### src/rtl/dag_pkg.sv
// Shared types and constants for the DAG index/modify/length register file.
package dag_pkg;

    localparam int unsigned DAG_AW = 14;
    localparam int unsigned NREG   = 4;
    localparam int unsigned IDX_W  = 2;

    // Host register-file target, decoded from WR_SEL[3:2]
    typedef enum logic [1:0] {
        SEL_I    = 2'b00,
        SEL_M    = 2'b01,
        SEL_L    = 2'b10,
        SEL_CTRL = 2'b11
    } sel_type_e;

    // Request record captured at stage A
    typedef struct packed {
        logic             vld;
        logic [IDX_W-1:0] i_sel;
        logic [IDX_W-1:0] m_sel;
        logic             pre;
    } req_a_t;

    // Mirror an address end-for-end (bit0 <-> bit13)
    function automatic logic [DAG_AW-1:0] bit_rev(input logic [DAG_AW-1:0] a);
        logic [DAG_AW-1:0] r;
        for (int k = 0; k < int'(DAG_AW); k++) begin
            r[DAG_AW-1-k] = a[k];
        end
        return r;
    endfunction

endpackage

### src/rtl/dag_index_update_if.sv
// Host write, request, length-decoder and address-output bus of the DAG.
interface dag_index_update_if;
    import dag_pkg::*;

    logic              WR_EN;
    logic [3:0]        WR_SEL;
    logic [DAG_AW-1:0] WR_DATA;
    logic              REQ;
    logic [IDX_W-1:0]  I_SEL;
    logic [IDX_W-1:0]  M_SEL;
    logic              PRE;
    logic [DAG_AW-1:0] LD_L;
    logic [DAG_AW-1:0] LD_PB;
    logic [DAG_AW-1:0] ADDR;
    logic              ADDR_VLD;

    // Host + length decoder side
    modport master (
        output WR_EN, WR_SEL, WR_DATA, REQ, I_SEL, M_SEL, PRE, LD_PB,
        input  LD_L, ADDR, ADDR_VLD
    );

    // DAG side
    modport slave (
        input  WR_EN, WR_SEL, WR_DATA, REQ, I_SEL, M_SEL, PRE, LD_PB,
        output LD_L, ADDR, ADDR_VLD
    );
endinterface

### src/rtl/dag_circ_wrap.sv
// Circular-buffer index update: (I, M, L, base mask) -> next I, single correction.
module dag_circ_wrap
    import dag_pkg::*;
(
    input  logic [DAG_AW-1:0] i_val,
    input  logic [DAG_AW-1:0] m_val,
    input  logic [DAG_AW-1:0] l_val,
    input  logic [DAG_AW-1:0] pb_val,
    output logic [DAG_AW-1:0] inext
);
    logic [DAG_AW-1:0] sum_c;
    logic [DAG_AW-1:0] base_c;
    logic [DAG_AW-1:0] top_c;

    // Modulo-2^14 add, then at most one wrap toward the buffer
    always_comb begin
        sum_c  = i_val + m_val;
        base_c = i_val & pb_val;
        top_c  = base_c + l_val;
        inext  = sum_c;
        if (l_val != '0) begin
            if (!m_val[DAG_AW-1]) begin
                if (sum_c >= top_c) inext = sum_c - l_val;
            end else begin
                if (sum_c < base_c) inext = sum_c + l_val;
            end
        end
    end
endmodule

### src/rtl/dag_index_update.sv
// DAG I/M/L register file with a 2-stage circular address pipeline.
// Optional feature macro: BIT_REVERSE_EN (CTRL bit0 reverses addresses for I_SEL==0).
module dag_index_update
    import dag_pkg::*;
(
    input logic               CLK,
    input logic               RST,
    dag_index_update_if.slave bus
);
    logic [DAG_AW-1:0] i_q [NREG];
    logic [DAG_AW-1:0] i_d [NREG];
    logic [DAG_AW-1:0] m_q [NREG];
    logic [DAG_AW-1:0] m_d [NREG];
    logic [DAG_AW-1:0] l_q [NREG];
    logic [DAG_AW-1:0] l_d [NREG];

    req_a_t            a_q, a_d;
    logic [DAG_AW-1:0] a_i_q, a_i_d;
    logic [DAG_AW-1:0] a_m_q, a_m_d;
    logic [DAG_AW-1:0] a_l_q, a_l_d;

    logic [DAG_AW-1:0] addr_q, addr_d;
    logic              addr_vld_q, addr_vld_d;

`ifdef BIT_REVERSE_EN
    logic              ctrl_q, ctrl_d;
`endif

    logic [DAG_AW-1:0] inext_c;
    logic [DAG_AW-1:0] addr_raw_c;
    sel_type_e         wr_type_c;
    logic [IDX_W-1:0]  wr_idx_c;
    logic              unused_m_sel_c;

    assign wr_type_c    = sel_type_e'(bus.WR_SEL[3:2]);
    assign wr_idx_c     = bus.WR_SEL[1:0];
    assign bus.LD_L     = a_l_q;
    assign bus.ADDR     = addr_q;
    assign bus.ADDR_VLD = addr_vld_q;

    // M operand is already captured at stage A; the select travels along only as a record field
    assign unused_m_sel_c = ^a_q.m_sel;

    dag_circ_wrap u_wrap (
        .i_val  (a_i_q),
        .m_val  (a_m_q),
        .l_val  (a_l_q),
        .pb_val (bus.LD_PB),
        .inext  (inext_c)
    );

    // Register file: stage-B writeback first, host write overrides on the same edge
    always_comb begin
        i_d = i_q;
        m_d = m_q;
        l_d = l_q;
        if (a_q.vld) i_d[a_q.i_sel] = inext_c;
        if (bus.WR_EN) begin
            case (wr_type_c)
                SEL_I:   i_d[wr_idx_c] = bus.WR_DATA;
                SEL_M:   m_d[wr_idx_c] = bus.WR_DATA;
                SEL_L:   l_d[wr_idx_c] = bus.WR_DATA;
                default: ;
            endcase
        end
    end

    // Stage A capture: operands read now, I forwarded from the writeback on this edge
    always_comb begin
        a_d   = '{vld: bus.REQ, i_sel: bus.I_SEL, m_sel: bus.M_SEL, pre: bus.PRE};
        a_i_d = i_q[bus.I_SEL];
        if (a_q.vld && (a_q.i_sel == bus.I_SEL)) a_i_d = inext_c;
        a_m_d = m_q[bus.M_SEL];
        a_l_d = l_q[bus.I_SEL];
    end

    // Stage B output: pre/post address select and optional bit reverse
    always_comb begin
        addr_raw_c = a_q.pre ? inext_c : a_i_q;
        addr_vld_d = a_q.vld;
        addr_d     = addr_q;
`ifdef BIT_REVERSE_EN
        ctrl_d = ctrl_q;
        if (bus.WR_EN && (wr_type_c == SEL_CTRL)) ctrl_d = bus.WR_DATA[0];
        if (a_q.vld) addr_d = (ctrl_q && (a_q.i_sel == '0)) ? bit_rev(addr_raw_c) : addr_raw_c;
`else
        if (a_q.vld) addr_d = addr_raw_c;
`endif
    end

    // All state, cleared asynchronously
    always_ff @(posedge CLK or posedge RST) begin
        if (RST) begin
            i_q        <= '{default: '0};
            m_q        <= '{default: '0};
            l_q        <= '{default: '0};
            a_q        <= '0;
            a_i_q      <= '0;
            a_m_q      <= '0;
            a_l_q      <= '0;
            addr_q     <= '0;
            addr_vld_q <= 1'b0;
`ifdef BIT_REVERSE_EN
            ctrl_q     <= 1'b0;
`endif
        end else begin
            i_q        <= i_d;
            m_q        <= m_d;
            l_q        <= l_d;
            a_q        <= a_d;
            a_i_q      <= a_i_d;
            a_m_q      <= a_m_d;
            a_l_q      <= a_l_d;
            addr_q     <= addr_d;
            addr_vld_q <= addr_vld_d;
`ifdef BIT_REVERSE_EN
            ctrl_q     <= ctrl_d;
`endif
        end
    end
endmodule

### src/flat_wrapper.sv
// flat-port wrapper written by rule: the top's interface ports become plain ports
module dag_index_update_flat import dag_pkg::*;
  (CLK, RST, bus_WR_EN, bus_WR_SEL, bus_WR_DATA, bus_REQ, bus_I_SEL, bus_M_SEL, bus_PRE, bus_LD_PB, bus_LD_L, bus_ADDR, bus_ADDR_VLD);
  dag_index_update_if bus_i ();
  input logic CLK;
  input logic RST;
  input wire logic [$bits(bus_i.WR_EN)-1:0] bus_WR_EN;
  input wire logic [$bits(bus_i.WR_SEL)-1:0] bus_WR_SEL;
  input wire logic [$bits(bus_i.WR_DATA)-1:0] bus_WR_DATA;
  input wire logic [$bits(bus_i.REQ)-1:0] bus_REQ;
  input wire logic [$bits(bus_i.I_SEL)-1:0] bus_I_SEL;
  input wire logic [$bits(bus_i.M_SEL)-1:0] bus_M_SEL;
  input wire logic [$bits(bus_i.PRE)-1:0] bus_PRE;
  input wire logic [$bits(bus_i.LD_PB)-1:0] bus_LD_PB;
  output wire logic [$bits(bus_i.LD_L)-1:0] bus_LD_L;
  output wire logic [$bits(bus_i.ADDR)-1:0] bus_ADDR;
  output wire logic [$bits(bus_i.ADDR_VLD)-1:0] bus_ADDR_VLD;
  assign bus_i.WR_EN = bus_WR_EN;
  assign bus_i.WR_SEL = bus_WR_SEL;
  assign bus_i.WR_DATA = bus_WR_DATA;
  assign bus_i.REQ = bus_REQ;
  assign bus_i.I_SEL = bus_I_SEL;
  assign bus_i.M_SEL = bus_M_SEL;
  assign bus_i.PRE = bus_PRE;
  assign bus_i.LD_PB = bus_LD_PB;
  assign bus_LD_L = bus_i.LD_L;
  assign bus_ADDR = bus_i.ADDR;
  assign bus_ADDR_VLD = bus_i.ADDR_VLD;
  dag_index_update u_core (.CLK(CLK), .RST(RST), .bus(bus_i));
endmodule
### config.mk
export PLATFORM = sky130hd
export DESIGN_NAME = dag_index_update_flat
export DESIGN_NICKNAME = d
export VERILOG_FILES = /design/src/rtl/dag_pkg.sv /design/src/rtl/dag_index_update_if.sv /design/src/rtl/dag_circ_wrap.sv /design/src/rtl/dag_index_update.sv /design/src/flat_wrapper.sv
export SDC_FILE = /design/constraint.sdc
export NUM_CORES = 1
export LEC_CHECK = 0
export CORE_MARGIN = 5
export CORE_UTILIZATION = 35
export CTS_CLUSTER_DIAMETER = 200
export CTS_CLUSTER_SIZE = 10
export DETAILED_ROUTE_END_ITERATION = 7
export PLACE_DENSITY = 0.58
export SLEW_MARGIN = 20
export SYNTH_ARGS = -nofsm -noshare
export SYNTH_HDL_FRONTEND = slang
export SYNTH_SLANG_ARGS = --single-unit
export TNS_END_PERCENT = 5
### constraint.sdc
create_clock -name CLK -period 15.5 [get_ports CLK]
set_clock_uncertainty 0.05 [all_clocks]
set_input_delay 1.55 -clock CLK [delete_from_list [all_inputs] [get_ports CLK]]
set_output_delay 1.55 -clock CLK [all_outputs]
set_load 0.03 [all_outputs]
* Word level (Yosys, flattened, before mapping) *
Index checks and enable logic that the tools add are counted.

storage, ports and cells
  word-level logic and storage cells = 73
  input port bits = 41
  register bits after elaboration = 229
  output and inout port bits = 29

operators by class
  $add $sub $neg = 4
  muxes and demuxes = 26
  bitwise operators = 5
  $lt $le $gt $ge = 8
  equal/unequal tests = 3
  reductions and logical operators = 7

operator list
  operator                                                   number
  bitwise mux 56 bit                                         4
  2-to-1 mux 14 bit                                          14
  2-to-1 mux 56 bit                                          3
  binary-select mux 14 bit (select 2 bit)                    3
  demux 14 bit (select 2 bit)                                2
  adder 14 bit                                               3
  AND 14 bit                                                 1
  greater-or-equal comparator 14 bit                         1
  < comparator 14 bit                                        1
  nonzero test 14 bit                                        1
  subtractor 14 bit                                          1
  greater-or-equal comparator 3 bit (second input constant)  4
  inverter 2 -> 3 bit                                        4
  < comparator 3 x 1 -> 1 bit (second input constant)        2
  AND reduction 2 bit                                        2
  logical AND 1 bit                                          3
  equality test 2 x 1 -> 1 bit (second input constant)       1
  equality test 2 bit                                        1
  equality test 2 bit (second input constant)                1
  logical NOT 2 bit                                          1

* Logic depth before layout (Yosys ltp) *
Gate-level depths: netlist (run 1).

  depth after elaboration = 11
  gate-level depth with buffers = 22
  gate-level depth less buffers = 22

* Hierarchy *
A second synthesis (run 1) with hierarchy kept.

second synthesis, totals
  cells, all modules = 1140
  area total of the unflattened synthesis = 13675.6 µm²

by module, submodules not included
  module            times used  sequential area each (µm²)  cells an instance  area each (µm²)
  dag_index_update  1           5730.5                      625                9999.6
  dag_circ_wrap     1           0.0                         515                3676.0

* Least setup slack after synthesis (run 1) *
No wires, ideal clock.

  path kind = input to register
  from = input port bus_LD_PB[0]
  to = register u_core.addr_q[12], in the netlist u_core.bus.ADDR[12]
  path slack = 9858 ps
  stages = 21
  data arrival time = 5468 ps
  path buffers = 0
  setup time = 125 ps
  required time = 15325 ps
  path through = and2_1 -> ha_1 -> inv_1 -> fa_1 -> o21ai_0 -> a21o_1 -> maj3_1 -> a41o_1 -> o41ai_2 -> o21bai_1 -> a21o_1 -> xnor2_1 -> ha_1 -> nor2b_1 -> o21ai_0 -> nand2_1 -> o21ai_1 -> or3_1 -> o211ai_2 -> mux2_2 -> mux2_2

on the way
  cells in the longest elaborated chain, start to end = 7
  elaborated cells on any way between the ends = 9
  classes of those cells = add/sub (1); order compare (2); mux (5); bitwise (1)

ends and longest elaborated chain
  what                                line                     RTL
  start, declared                     flat_wrapper.sv:14       input wire logic [$bits(bus_i.LD_PB)-1:0] bus_LD_PB;
  AND 14 bit *                        dag_circ_wrap.sv:18      base_c = i_val & pb_val;
  adder 14 bit                        dag_circ_wrap.sv:19      top_c = base_c + l_val;
  greater-or-equal comparator 14 bit  dag_circ_wrap.sv:23      if (sum_c >= top_c) inext = sum_c - l_val;
  2-to-1 mux 14 bit                   dag_circ_wrap.sv:23
  2-to-1 mux 14 bit *                 dag_circ_wrap.sv:22      if (!m_val[DAG_AW-1]) begin
  2-to-1 mux 14 bit *                 dag_circ_wrap.sv:21      if (l_val != '0) begin
  2-to-1 mux 14 bit *                 dag_index_update.sv:79   addr_raw_c = a_q.pre ? inext_c : a_i_q;
  end signal, assigned                dag_index_update.sv:114  addr_q <= addr_d;
  end, declared                       dag_index_update.sv:22   logic [DAG_AW-1:0] addr_q, addr_d;

Mark *: on every way between the ends. The rest lies on a longest branch, timed or not.
A chain may end at the register's enable or synchronous reset.

* Worst setup path in the final report (run 1) *
  from = input port bus_LD_PB[0]
  to = register u_core.a_i_q[7]

on the way
  cells in the longest elaborated chain, start to end = 7
  elaborated cells on any way between the ends = 9
  classes of those cells = add/sub (1); order compare (2); mux (5); bitwise (1)

ends and longest elaborated chain
  what                                line                     RTL
  AND 14 bit *                        dag_circ_wrap.sv:18
  adder 14 bit                        dag_circ_wrap.sv:19
  greater-or-equal comparator 14 bit  dag_circ_wrap.sv:23
  2-to-1 mux 14 bit                   dag_circ_wrap.sv:23
  2-to-1 mux 14 bit *                 dag_circ_wrap.sv:22
  2-to-1 mux 14 bit *                 dag_circ_wrap.sv:21
  2-to-1 mux 14 bit *                 dag_index_update.sv:72   if (a_q.vld && (a_q.i_sel == bus.I_SEL)) a_i_d = inext_c;
  net u_core.a_i_d[7]                 dag_index_update.sv:18   logic [DAG_AW-1:0] a_i_q, a_i_d;
  end signal, assigned                dag_index_update.sv:111  a_i_q <= a_i_d;
  end, declared                       dag_index_update.sv:18

Mark *: on every way through the listed nets, which the timed path passes. The rest lies on a longest branch.

==> results of run 1 <==
[layout make-up]
cell class	instances	area, µm²	share of cell area (%)
flip-flops and latches	229	5730	37.3
repair buffers	84	797	5.19
clock buffers	28	679	4.43
inverters	48	188	1.22
multi-input cells	893	7310	47.6
well taps	518	648	4.22
[registers in the layout, indices dropped and copies added, names as in the netlist]
| name | cells |
|---|---|
| u_core.a_m_q | 14 |
| u_core.bus.ADDR | 14 |
| u_core.a_q | 3 |
| u_core.addr_vld_d | 1 |
| u_core.i_q | 56 |
| u_core.m_q | 56 |
| u_core.bus.LD_L | 14 |
| u_core.l_q | 56 |
| u_core.a_i_q | 14 |
| u_core.bus.ADDR_VLD | 1 |
[layer usage]
| metal | routed length [µm] | track usage (%) |
|---|---|---|
| met1 | 17500 | 25.6 |
| met2 | 17600 | 28.6 |
| met3 | 2210 | 2.54 |
| met4 | 739 | 4.02 |
| met5 | 0 | 0 |
[through the flow]
stage	worst slack [ns]	instances	util [%]	area, µm²
after global routing	8.91	1800	40.0	15400
after floorplan	7.62	1243	-	13500
after detailed placement	8.83	1772	38.2	14700
final	9.28	1800	40.0	15400
after CTS	9.34	1800	40.0	15400
after global placement	8.87	1772	38.2	14700
[worst min path at each step]
stage / startpoint / to / slack (ns) / cells past startpoint
floorplan: u_core.addr_vld_d / u_core.bus.ADDR_VLD / 0.38 / 0
global placement: u_core.l_q[49] / u_core.l_q[49] / 0.43 / 1
detailed placement: u_core.m_q[49] / u_core.m_q[49] / 0.44 / 1
CTS: u_core.m_q[7] / u_core.m_q[7] / 0.45 / 1
global route: u_core.l_q[30] / u_core.l_q[30] / 0.46 / 1
finish: u_core.l_q[23] / u_core.l_q[23] / 0.45 / 1
[power by group]
part           switching (mW)  internal, mW  leakage, nW
registers               0.153         0.788         2.83
clock network           0.216         0.304        0.334
logic                    1.26         0.867         3.50
[cells by family after synthesis]
| family | count (synthesis) |
|---|---|
| simple gates | 297 |
| compound gates | 294 |
| flops | 229 |
| mux | 180 |
| buf+inv | 121 |
| fa+ha+maj | 81 |
| xor+xnor | 41 |
[Yosys cell counts (5+ instances only)]
cell	n	area share, %
o21ai_1	15	0.56
mux2_2	119	9.9
or2_2	5	0.23
clkbuf_1	61	1.7
xor2_1	17	1.1
nor2_1	77	2.1
and3_1	38	1.8
nor3_1	17	0.63
a21o_1	14	0.78
nand4_1	5	0.23
inv_1	45	1.3
a221oi_2	5	0.56
ha_1	76	7.0
mux2i_1	18	1.3
or3_1	14	0.65
a31oi_1	15	0.69
buf_1	5	0.14
nand2b_1	7	0.32
dfrtp_1	229	42
mux4_2	42	7.0
nor2b_1	20	0.93
o21ai_0	93	3.4
xnor2_1	24	1.6
o21a_1	10	0.56
nor4_1	5	0.23
nand2_1	66	1.8
a21oi_1	76	2.8
nand3_1	22	0.82
a211oi_1	8	0.44
[worst register-to-register path, stage by stage (launching register included)]
cell and delay (ns):
dfrtp_1 0.40, ha_1 0.21, inv_1 0.07, fa_1 0.39
nor2b_1 0.13, o21a_1 0.17, o21ai_0 0.10, a21oi_1 0.39
o21a_1 0.16, nor2_1 0.04, xnor2_1 0.48, ha_1 0.35
a21o_1 0.17, a221oi_2 0.32, o21ai_1 0.13, a21o_1 0.41
a21oi_2 0.27, o21ai_1 0.17, a22oi_1 0.61, o21ai_0 0.22
[layout by cell type, fill, tap and decap left out, drive strengths merged, types with 4 or more instances in the layout]
cell type,Yosys,layout
and3,38,38
nor3,18,18
mux2,120,120
a21oi,79,79
nand4,5,5
o221ai,5,5
ha,76,76
a211oi,11,11
a31oi,15,15
xnor2,24,24
nand2b,7,7
mux4,42,42
nor2b,20,20
a221oi,7,7
o21ai,109,109
o21a,10,10
nand3,22,22
mux2i,18,18
nor3b,4,4
dfrtp,229,229
o21bai,4,4
a211o,5,5
o41ai,4,4
clkbuf,61,28
fa,4,4
nor4,7,7
a21o,14,14
o31ai,7,7
nor2,77,77
buf,12,17
nand3b,4,4
nand2,67,67
xor2,17,17
o211ai,4,4
or2,6,6
or3,14,14
clkdlybuf4s50,0,67
inv,46,46
==> summary.md, run 1 <==
| Metric | Value |
|---|---|
| Complex-gate fraction of the synthesized area | `14.1%` |
| Clk sinks | `229` |
| Die Ht | `206 µm` |
| Post-CTS sizing | `0` |
| Worst skew pair latency | `0.52 ns` |
| Post-CTS Repair Setup Buffers | `0` |
| Min-delay worst type | `register to register` |
| Max clock buf depth | `3` |
| Vias in the first global route | `10064` |
| Post-Synth Adder-Cell Area | `7.71%` |
| Largest net degree at the start of global routing | `106` |
| Crit path arrival time | `6.52 ns` |
| CP Max Fanout | `8` |
| Crit Path Class | `input port to register` |
| Die area | `0.0426 mm²` |
| Critical path's slowest cell | `o21ai_1` |
| Residual DRC | `0` |
| Vias/cell | `5.53` |
| Largest family of logic cells by synthesized area | `multiplexers` |
| P_leak | `6.66 nW` |
| CP bufs+invs | `2` |
| CTS tree | `built` |
| Hold WS | `0.450 ns` |
| Post-synth cell types | `81` |
| Avg Synthesized Cell Area | `10.9 µm²` |
| Initial DRC count | `677` |
| Hold Fails Final Rpt | `0` |
| CTS clk-pin slew, worst paths | `0.05 ns` |
| Global route overflow | `0` |
| Multiplexer share of the synthesized area | `18.4%` |
| Final period util | `40.1%` |
| Antenna diodes | `0` |
| RSZ-0062 raised after global routing | `no` |
| Final setup fails | `0` |
| Crit path time final | `6.22 ns` |
| Worst path depth | `22` |
| Seq cells post-synth | `229` |
| CTS root buf | `clkbuf_16` |
| Area delta synth->final | `13.7%` |
| IO Pins | `70` |
| TritonRoute pass-1 iters | `5` |
| Hold-fix buffers, CTS | `0` |
| First-pass GRT wire length | `59.7 mm` |
| Simple-Gate Fraction of Synth Area | `11.1%` |
| Reg-to-reg endpoint | `u_core.i_q[8]` |
| Initial Util | `35.2%` |
| Post-synth EDFFs | `0` |
| Async SR Flop Fraction | `100%` |
| Layout cells sized above 1 | `19.3%` |
| Crit path capture type | `register` |
| Status | `finished, final reports clean` |
| Max-slew violations | `0` |
| Syn_nets | `1364` |
| Row Count | `72` |
| Layout fillers | `3722` |
| CP Data Required Time | `15.79 ns` |
| Max-slew headroom | `32.1%` |
| Total global-route track usage | `17.8%` |
| RD Place Congestion | `0.844` |
| Total Nets Final | `1403` |
| CP top delay family | `compound AO/OA/AOI/OAI gates` |
| Slowest stage delay, CP | `0.53 ns` |
| Port Buf Inserts | `69` |
| Core area | `0.0384 mm²` |
| Main synth FF type | `dfrtp_1` |
| Crit path from | `bus_LD_PB[0]` |
| Seq/Total Area, Yosys | `42.4%` |
| Cells after Synth | `1243` |
| Synth warnings | `0` |
| CP Capture Point | `u_core.a_i_q[7]` |
| Crit start category | `input port` |
| Antenna-violating nets left | `0` |
| Worst-Margin Slew | `1.02 ns` |
| Pwr Density | `234 mW/mm²` |
| Reg2Reg Setup Slack | `10.11 ns` |
| Worst r2r src | `u_core.a_i_q[0]` |
| CP dominant cell by count | `o21ai_0` |
| Cells along the critical path | `clkdlybuf4s50_1 > and2_1 > ha_1 > inv_1 > fa_1 > o21ai_0 > a21o_1 > maj3_1 > a41o_1 > o41ai_2 > o21bai_1 > a21o_1 > xnor2_1 > ha_1 > nand4_1 > nor2_1 > nor2_1 > nand2_1 > o21ai_1 > o21ai_0 > a221oi_2 > o21ai_0` |
| Antenna violations before repair | `1` |
| Post-DP HPWL | `27.4 mm` |
| Routed wire length | `38.0 mm` |
| Fmax | `161 MHz` |
| Maximum VDD drop | `0.000116 V` |
| Xor/xnor share of the synthesized area | `2.66%` |
| Total Power | `3.59 mW` |
| Max-cap violations | `0` |
| Setup TNS | `0 ns` |
| Vias after detailed routing | `9951` |
| Routed len/inst | `21.1 µm` |
| Htree depth | `1` |
| Post-synthesis cell area | `0.0135 mm²` |
| Die width | `206 µm` |
| Num CTS Buffers | `26` |
| Reg2Reg Depth | `19` |
Power figures use the tool's default switching activity.
==> run 2, diff against run 1 <==
==> constraint.sdc (replaced) <==
create_clock -name CLK -period 6.2 [get_ports CLK]
set_clock_uncertainty 0.05 [all_clocks]
set_input_delay 0.62 -clock CLK [delete_from_list [all_inputs] [get_ports CLK]]
set_output_delay 0.62 -clock CLK [all_outputs]
set_load 0.03 [all_outputs]
==> summary.md, run 2 (synthesis results as in run 1) <==
| Metric | Value |
|---|---|
| Vias after detailed routing | `10027 (+0.76%)` |
| Htree depth | `1 (unchanged)` |
| Initial Util | `35.2% (unchanged)` |
| Port Buf Inserts | `69 (unchanged)` |
| Layout cells sized above 1 | `19.6% (+0.30 points)` |
| Pwr Density | `585 mW/mm² (+150%)` |
| CP Data Required Time | `6.51 ns (-9.28 ns)` |
| Post-CTS sizing | `0 (unchanged)` |
| Initial DRC count | `800 (+18%)` |
| P_leak | `6.69 nW (+0.42%)` |
| Row Count | `72 (unchanged)` |
| Top flop regs | `u_core.i_q: 56 flops, u_core.l_q: 56 flops, u_core.m_q: 56 flops` |
| Most common cell after layout, fill and taps aside | `dfrtp_1` |
| Area delta synth->final | `14.0%` |
| Antenna-violating nets left | `0 (unchanged)` |
| Register area | `0.00573 mm² (unchanged)` |
| Max clock buf depth | `3 (unchanged)` |
| Layout fillers | `3783 (+1.6%)` |
| Final setup fails | `0 (unchanged)` |
| Clk sinks | `229 (unchanged)` |
| Crit path capture type | `register` |
| Die area | `0.0426 mm² (unchanged)` |
| Post-DP HPWL | `27.1 mm (-1.1%)` |
| RD Place Congestion | `0.851 (+0.81%)` |
| Die width | `206 µm (unchanged)` |
| Maximum VDD drop | `0.000266 V (+130%)` |
| Routed len/inst | `20.8 µm (-1.8%)` |
| CTS clk-pin slew, worst paths | `0.05 ns (about the same)` |
| Vias/cell | `5.55 (+0.43%)` |
| Worst-Margin Slew | `1.00 ns (-0.0145 ns)` |
| Crit Path Class | `input port to register` |
| Crit start category | `input port` |
| RSZ-0062 raised after global routing | `no` |
| TritonRoute pass-1 iters | `6 (+1)` |
| First-pass GRT wire length | `59.4 mm (-0.44%)` |
| Total Nets Final | `1409 (+0.43%)` |
| Die Ht | `206 µm (unchanged)` |
| Largest net degree at the start of global routing | `172 (+62%)` |
| Hold Fails Final Rpt | `0 (unchanged)` |
| Setup TNS | `0 ns (unchanged)` |
| Antenna violations before repair | `1 (unchanged)` |
| Multi-input gate area in the final layout | `0.00731 mm² (about the same)` |
| Final period util | `86.0%` |
| Routed wire length | `37.5 mm (-1.4%)` |
| Commonest cells after routing, fill and taps aside | `dfrtp_1 (229), mux2_2 (119), o21ai_0 (93), a21oi_1 (76), ha_1 (76)` |
| IO Pins | `70 (unchanged)` |
| Global route overflow | `0 (unchanged)` |
| Post-CTS Repair Setup Buffers | `0 (unchanged)` |
| Hold-fix buffers, CTS | `0 (unchanged)` |
| Crit path time final | `5.33 ns` |
| Total global-route track usage | `17.7% (-0.063 points)` |
| Num CTS Buffers | `26 (unchanged)` |
| CTS tree | `built` |
| Crit path arrival time | `5.64 ns (-0.88 ns)` |
| CP Max Fanout | `8 (unchanged)` |
| Hold WS | `0.324 ns (-0.126 ns)` |
| Max-cap violations | `0 (unchanged)` |
| Antenna diodes | `0 (unchanged)` |
| Worst skew pair latency | `0.52 ns (about the same)` |
| Max-slew violations | `0 (unchanged)` |
| Core area | `0.0384 mm² (unchanged)` |
| Residual DRC | `0 (unchanged)` |
| Max-slew headroom | `33.1% (+0.97 points)` |
| Vias in the first global route | `10262 (+2.0%)` |
| Fmax | `188 MHz` |
| CTS root buf | `clkbuf_16` |
| Min-delay worst type | `input port to asynchronous set/reset pin` |
| Status | `finished, final reports clean` |
==> run 2: layout make-up <==
| class | instances | area share [%] |
|---|---|---|
| well taps | 518 | 4.21 |
| inverters | 48 | 1.19 |
| repair buffers | 90 | 5.52 |
| flip-flops and latches | 229 | 37.2 |
| multi-input cells | 893 | 47.4 |
| clock buffers | 28 | 4.41 |
==> run 2: worst max-delay path, cell delays in order <==
cell and delay, ns:
clkdlybuf4s50_1 0.45, nand2_1 0.12, inv_1 0.09, ha_1 0.22, a21oi_1 0.16, o21ai_0 0.16, a221oi_1 0.49, o21ai_0 0.21
a31oi_1 0.28, nor2b_1 0.08, o21a_1 0.18, nor2_1 0.11, xor2_1 0.17, ha_1 0.26, a21oi_1 0.14, nor2b_1 0.06
o21ai_0 0.17, nand2_1 0.20, o21ai_1 0.48, o21ai_0 0.22, a221oi_2 0.53, o21ai_0 0.22
==> run 2: final timing paths <==
kind / from / endpoint / slack [ns] / cells past startpoint
max in group asynchronous: RST / u_core.bus.LD_L[0] / 4.03 / 4
worst min-delay path: RST / u_core.m_q[44] / 0.32 / 2
worst min register to register: u_core.m_q[53] / u_core.m_q[53] / 0.45 / 1
worst max register to register: u_core.a_i_q[1] / u_core.i_q[49] / 0.89 / 21
min in group CLK: u_core.m_q[53] / u_core.m_q[53] / 0.45 / 1
worst max-delay path: bus_LD_PB[1] / u_core.i_q[49] / 0.87 / 22
==> run 2: per-stage QoR <==
stage	worst slack (ns)	utilization, %	total power [mW]	instance area, µm²	std cells
4_1_cts	0.936	40.1	9.02	15400	1806
2_1_floorplan	1.49	-	6.19	13500	1243
6_report	0.867	40.1	9.01	15400	1806
5_1_grt	0.532	40.1	9.74	15400	1806
3_3_place_gp	0.506	38.4	7.59	14700	1778
3_5_place_dp	0.427	38.4	7.66	14700	1778
==> run 2: routing by layer <==
metal | up-vias | part of all wire, % | track usage [%]
li1 | 4604 | - | -
met1 | 5050 | 45 | 24.9
met2 | 319 | 46 | 28.9
met3 | 54 | 6.6 | 2.75
met4 | 0 | 1.9 | 4.25
met5 | - | 0 | 0
==> run 2: where the power goes <==
| part | leakage [nW] | switching (mW) | internal (mW) | total, mW |
|---|---|---|---|---|
| sequential | 2.83 | 0.360 | 1.97 | 2.33 |
| combinational | 3.53 | 3.16 | 2.22 | 5.37 |
| clock | 0.334 | 0.547 | 0.760 | 1.31 |
==> run 3, diff against run 2 <==
==> constraint.sdc (replaced) <==
create_clock -name CLK -period 6.2 [get_ports CLK]
set_clock_uncertainty 0.05 [all_clocks]
set_input_delay 1.86 -clock CLK [delete_from_list [all_inputs] [get_ports CLK]]
set_output_delay 1.86 -clock CLK [all_outputs]
set_load 0.03 [all_outputs]
==> summary.md, run 3 (synthesis results as in run 1) <==
| Metric | Value |
|---|---|
| Status | `finished, final reports clean` |
| CTS tree | `built` |
| Vias after detailed routing | `10093 (+0.66%)` |
| Hold WS | `0.445 ns (+0.122 ns)` |
| Hold-fix buffers, CTS | `0 (unchanged)` |
| Vias/cell | `5.49 (-1.2%)` |
| IO Pins | `70 (unchanged)` |
| RD Place Congestion | `0.865 (+1.7%)` |
| Crit path time final | `5.86 ns (+0.523 ns)` |
| Worst skew pair latency | `0.52 ns (about the same)` |
| Max-slew violations | `0 (unchanged)` |
| Antenna violations before repair | `0 (-1)` |
| Total Nets Final | `1443 (+2.4%)` |
| RSZ-0062 raised after global routing | `no` |
| Final period util | `94.4% (+8.4 points)` |
| Min-delay worst type | `register to register` |
| Layout cells sized above 1 | `22.4% (+2.8 points)` |
| Max-cap violations | `0 (unchanged)` |
| Total global-route track usage | `17.8% (+0.056 points)` |
| Core area | `0.0384 mm² (unchanged)` |
| Switching Fraction | `44.1% (-1.0 points)` |
| Max clock buf depth | `3 (unchanged)` |
| Clock Power Share | `13.6% (-0.9 points)` |
| Combinational power share | `62.2% (+2.6 points)` |
| Area delta synth->final | `16.9%` |
| Post-DP HPWL | `27.7 mm (+2.1%)` |
| Crit start category | `input port` |
| Reg2Reg Depth | `20 (-4.8%)` |
| Initial DRC count | `779 (-2.6%)` |
| CTS root buf | `clkbuf_16` |
| CP Capture Point | `u_core.a_i_q[6]` |
| Die width | `206 µm (unchanged)` |
| Seq pwr share | `24.2% (-1.6 points)` |
| Final setup margin | `0.344 ns (-0.523 ns)` |
| Crit Path Class | `input port to register` |
| Multi-input gate area in the final layout | `0.00741 mm² (+1.4%)` |
| Layout fillers | `3715 (-1.8%)` |
| Vias in the first global route | `10281 (+0.19%)` |
| P_leak | `6.90 nW (+3.2%)` |
| Commonest cells after routing, fill and taps aside | `dfrtp_1 (229), mux2_2 (119), o21ai_0 (79), nor2_1 (76)` |
| Residual DRC | `0 (unchanged)` |
| Register area | `0.00573 mm² (unchanged)` |
| Fmax | `171 MHz (-8.9%)` |
| Crit path arrival time | `6.22 ns (+0.58 ns)` |
| Initial Util | `35.2% (unchanged)` |
| Row Count | `72 (unchanged)` |
| Routed len/inst | `20.6 µm (-0.51%)` |
| Maximum VDD drop | `0.000227 V (-15%)` |
| Most common cell after layout, fill and taps aside | `dfrtp_1` |
| CP Max Fanout | `6 (-2)` |
| Num CTS Buffers | `26 (unchanged)` |
| Top flop regs | `u_core.i_q: 56 flops, u_core.l_q: 56 flops, u_core.m_q: 56 flops` |
| Clk sinks | `229 (unchanged)` |
| Reg-to-reg endpoint | `u_core.a_i_q[10]` |
| First-pass GRT wire length | `59.6 mm (+0.29%)` |
| Antenna diodes | `0 (unchanged)` |
| Htree depth | `1 (unchanged)` |
| Total Power | `9.65 mW (+7.1%)` |
| Crit path from | `bus_LD_PB[1]` |
| Die area | `0.0426 mm² (unchanged)` |
| Pwr Density | `611 mW/mm² (+4.4%)` |
| Max-slew headroom | `28.2% (-4.8 points)` |
| Antenna-violating nets left | `0 (unchanged)` |
| Final setup fails | `0 (unchanged)` |
| Post-Place Worst Slack | `-0.546 ns (-0.972 ns)` |
| Reg2Reg Setup Slack | `1.11 ns (+0.22 ns)` |
| CTS clk-pin slew, worst paths | `0.05 ns (about the same)` |
| CP Data Required Time | `6.56 ns (+0.05 ns)` |
| Pint | `5.39 mW (+9.0%)` |
| Largest net degree at the start of global routing | `71 (-59%)` |
| P_sw | `4.25 mW (+4.7%)` |
| Setup TNS | `0 ns (unchanged)` |
| TritonRoute pass-1 iters | `5 (-1)` |
| Crit path capture type | `register` |
| Routed wire length | `38.0 mm (+1.4%)` |
| Port Buf Inserts | `69 (unchanged)` |
| Worst-Margin Slew | `1.07 ns (+0.0721 ns)` |
| Die Ht | `206 µm (unchanged)` |
| Hold Fails Final Rpt | `0 (unchanged)` |
| Worst r2r src | `u_core.a_i_q[2]` |
| Global route overflow | `0 (unchanged)` |
-- run 3: cell types whose count changed in the layout (fill, tap and decap cells not counted), moves of 2 or more --
| cell | previous run | this run |
|---|---|---|
| buf_12 | 1 | 3 |
| buf_4 | 20 | 52 |
| nor2_1 | 74 | 76 |
| nor2_2 | 3 | 1 |
| o21ai_0 | 93 | 79 |
| o21ai_1 | 15 | 28 |
| o221ai_1 | 3 | 1 |
-- run 3: worst min-delay path by stage --
| stage | depth (start not counted) | endpoint | slack, ns | start |
|---|---|---|---|---|
| global route | 1 | u_core.m_q[6] | 0.46 | u_core.m_q[6] |
| floorplan | 0 | u_core.bus.ADDR_VLD | 0.38 | u_core.addr_vld_d |
| global placement | 1 | u_core.l_q[46] | 0.43 | u_core.l_q[46] |
| CTS | 1 | u_core.m_q[27] | 0.45 | u_core.m_q[27] |
| detailed placement | 1 | u_core.l_q[50] | 0.44 | u_core.l_q[50] |
| finish | 1 | u_core.m_q[50] | 0.45 | u_core.m_q[50] |
-- run 3: metrics by stage --
stage | area (µm²) | std cells | util [%]
after global routing | 15800 | 1840 | 41.1
after global placement | 15000 | 1810 | 39.0
after CTS | 15700 | 1838 | 40.9
after floorplan | 13500 | 1243 | -
final | 15800 | 1840 | 41.1
after detailed placement | 15000 | 1810 | 39.0
-- run 3: area by class of cell --
class	count	share of cell area (%)
Clock buffer	28	4.30
Timing Repair Buffer	124	7.18
Multi-Input combinational cell	893	46.9
Inverter	48	1.17
Tap cell	518	4.11
Sequential cell	229	36.3
-- run 3: critical path, cell delays in order --
cell and delay, ns:
clkdlybuf4s50_1 0.47, nand2_1 0.08, inv_1 0.07, ha_1 0.22
a21oi_1 0.20, o21ai_1 0.15, a221oi_2 0.31, o21ai_0 0.17
a31oi_1 0.25, nor2b_1 0.07, o21a_1 0.19, nor2_1 0.12
xor2_1 0.16, ha_1 0.26, a21oi_1 0.13, nor2b_1 0.07
o21ai_1 0.17, nand2_2 0.12, o21ai_2 0.22, buf_4 0.18
o22a_1 0.12, o22ai_1 0.07, a211o_1 0.35, o21ai_0 0.18
-- run 3: repair_timing --
item / in CTS / in global routing
pin swaps: 0 / 18
setup endpoints to repair: 3 / 84
setup buffers: 0 / 2
gates resized for setup: 2 / 32
-- run 3: power by group through the flow --
stage | combinational, mW | sequential [mW] | clock [mW]
finish | 6.00 | 2.34 | 1.31
global placement | 5.63 | 2.34 | 0
detailed placement | 5.69 | 2.35 | 0
global route | 6.57 | 2.39 | 1.40
CTS | 5.77 | 2.33 | 1.35
floorplan | 3.88 | 2.31 | 0
-- run 3: routing by layer --
metal	up-vias	wire, µm	global-route usage, %
met2	278	17700	29.0
met4	0	703	3.90
met3	52	2090	2.24
li1	4688	-	-
met5	-	0	0
met1	5075	17500	25.5
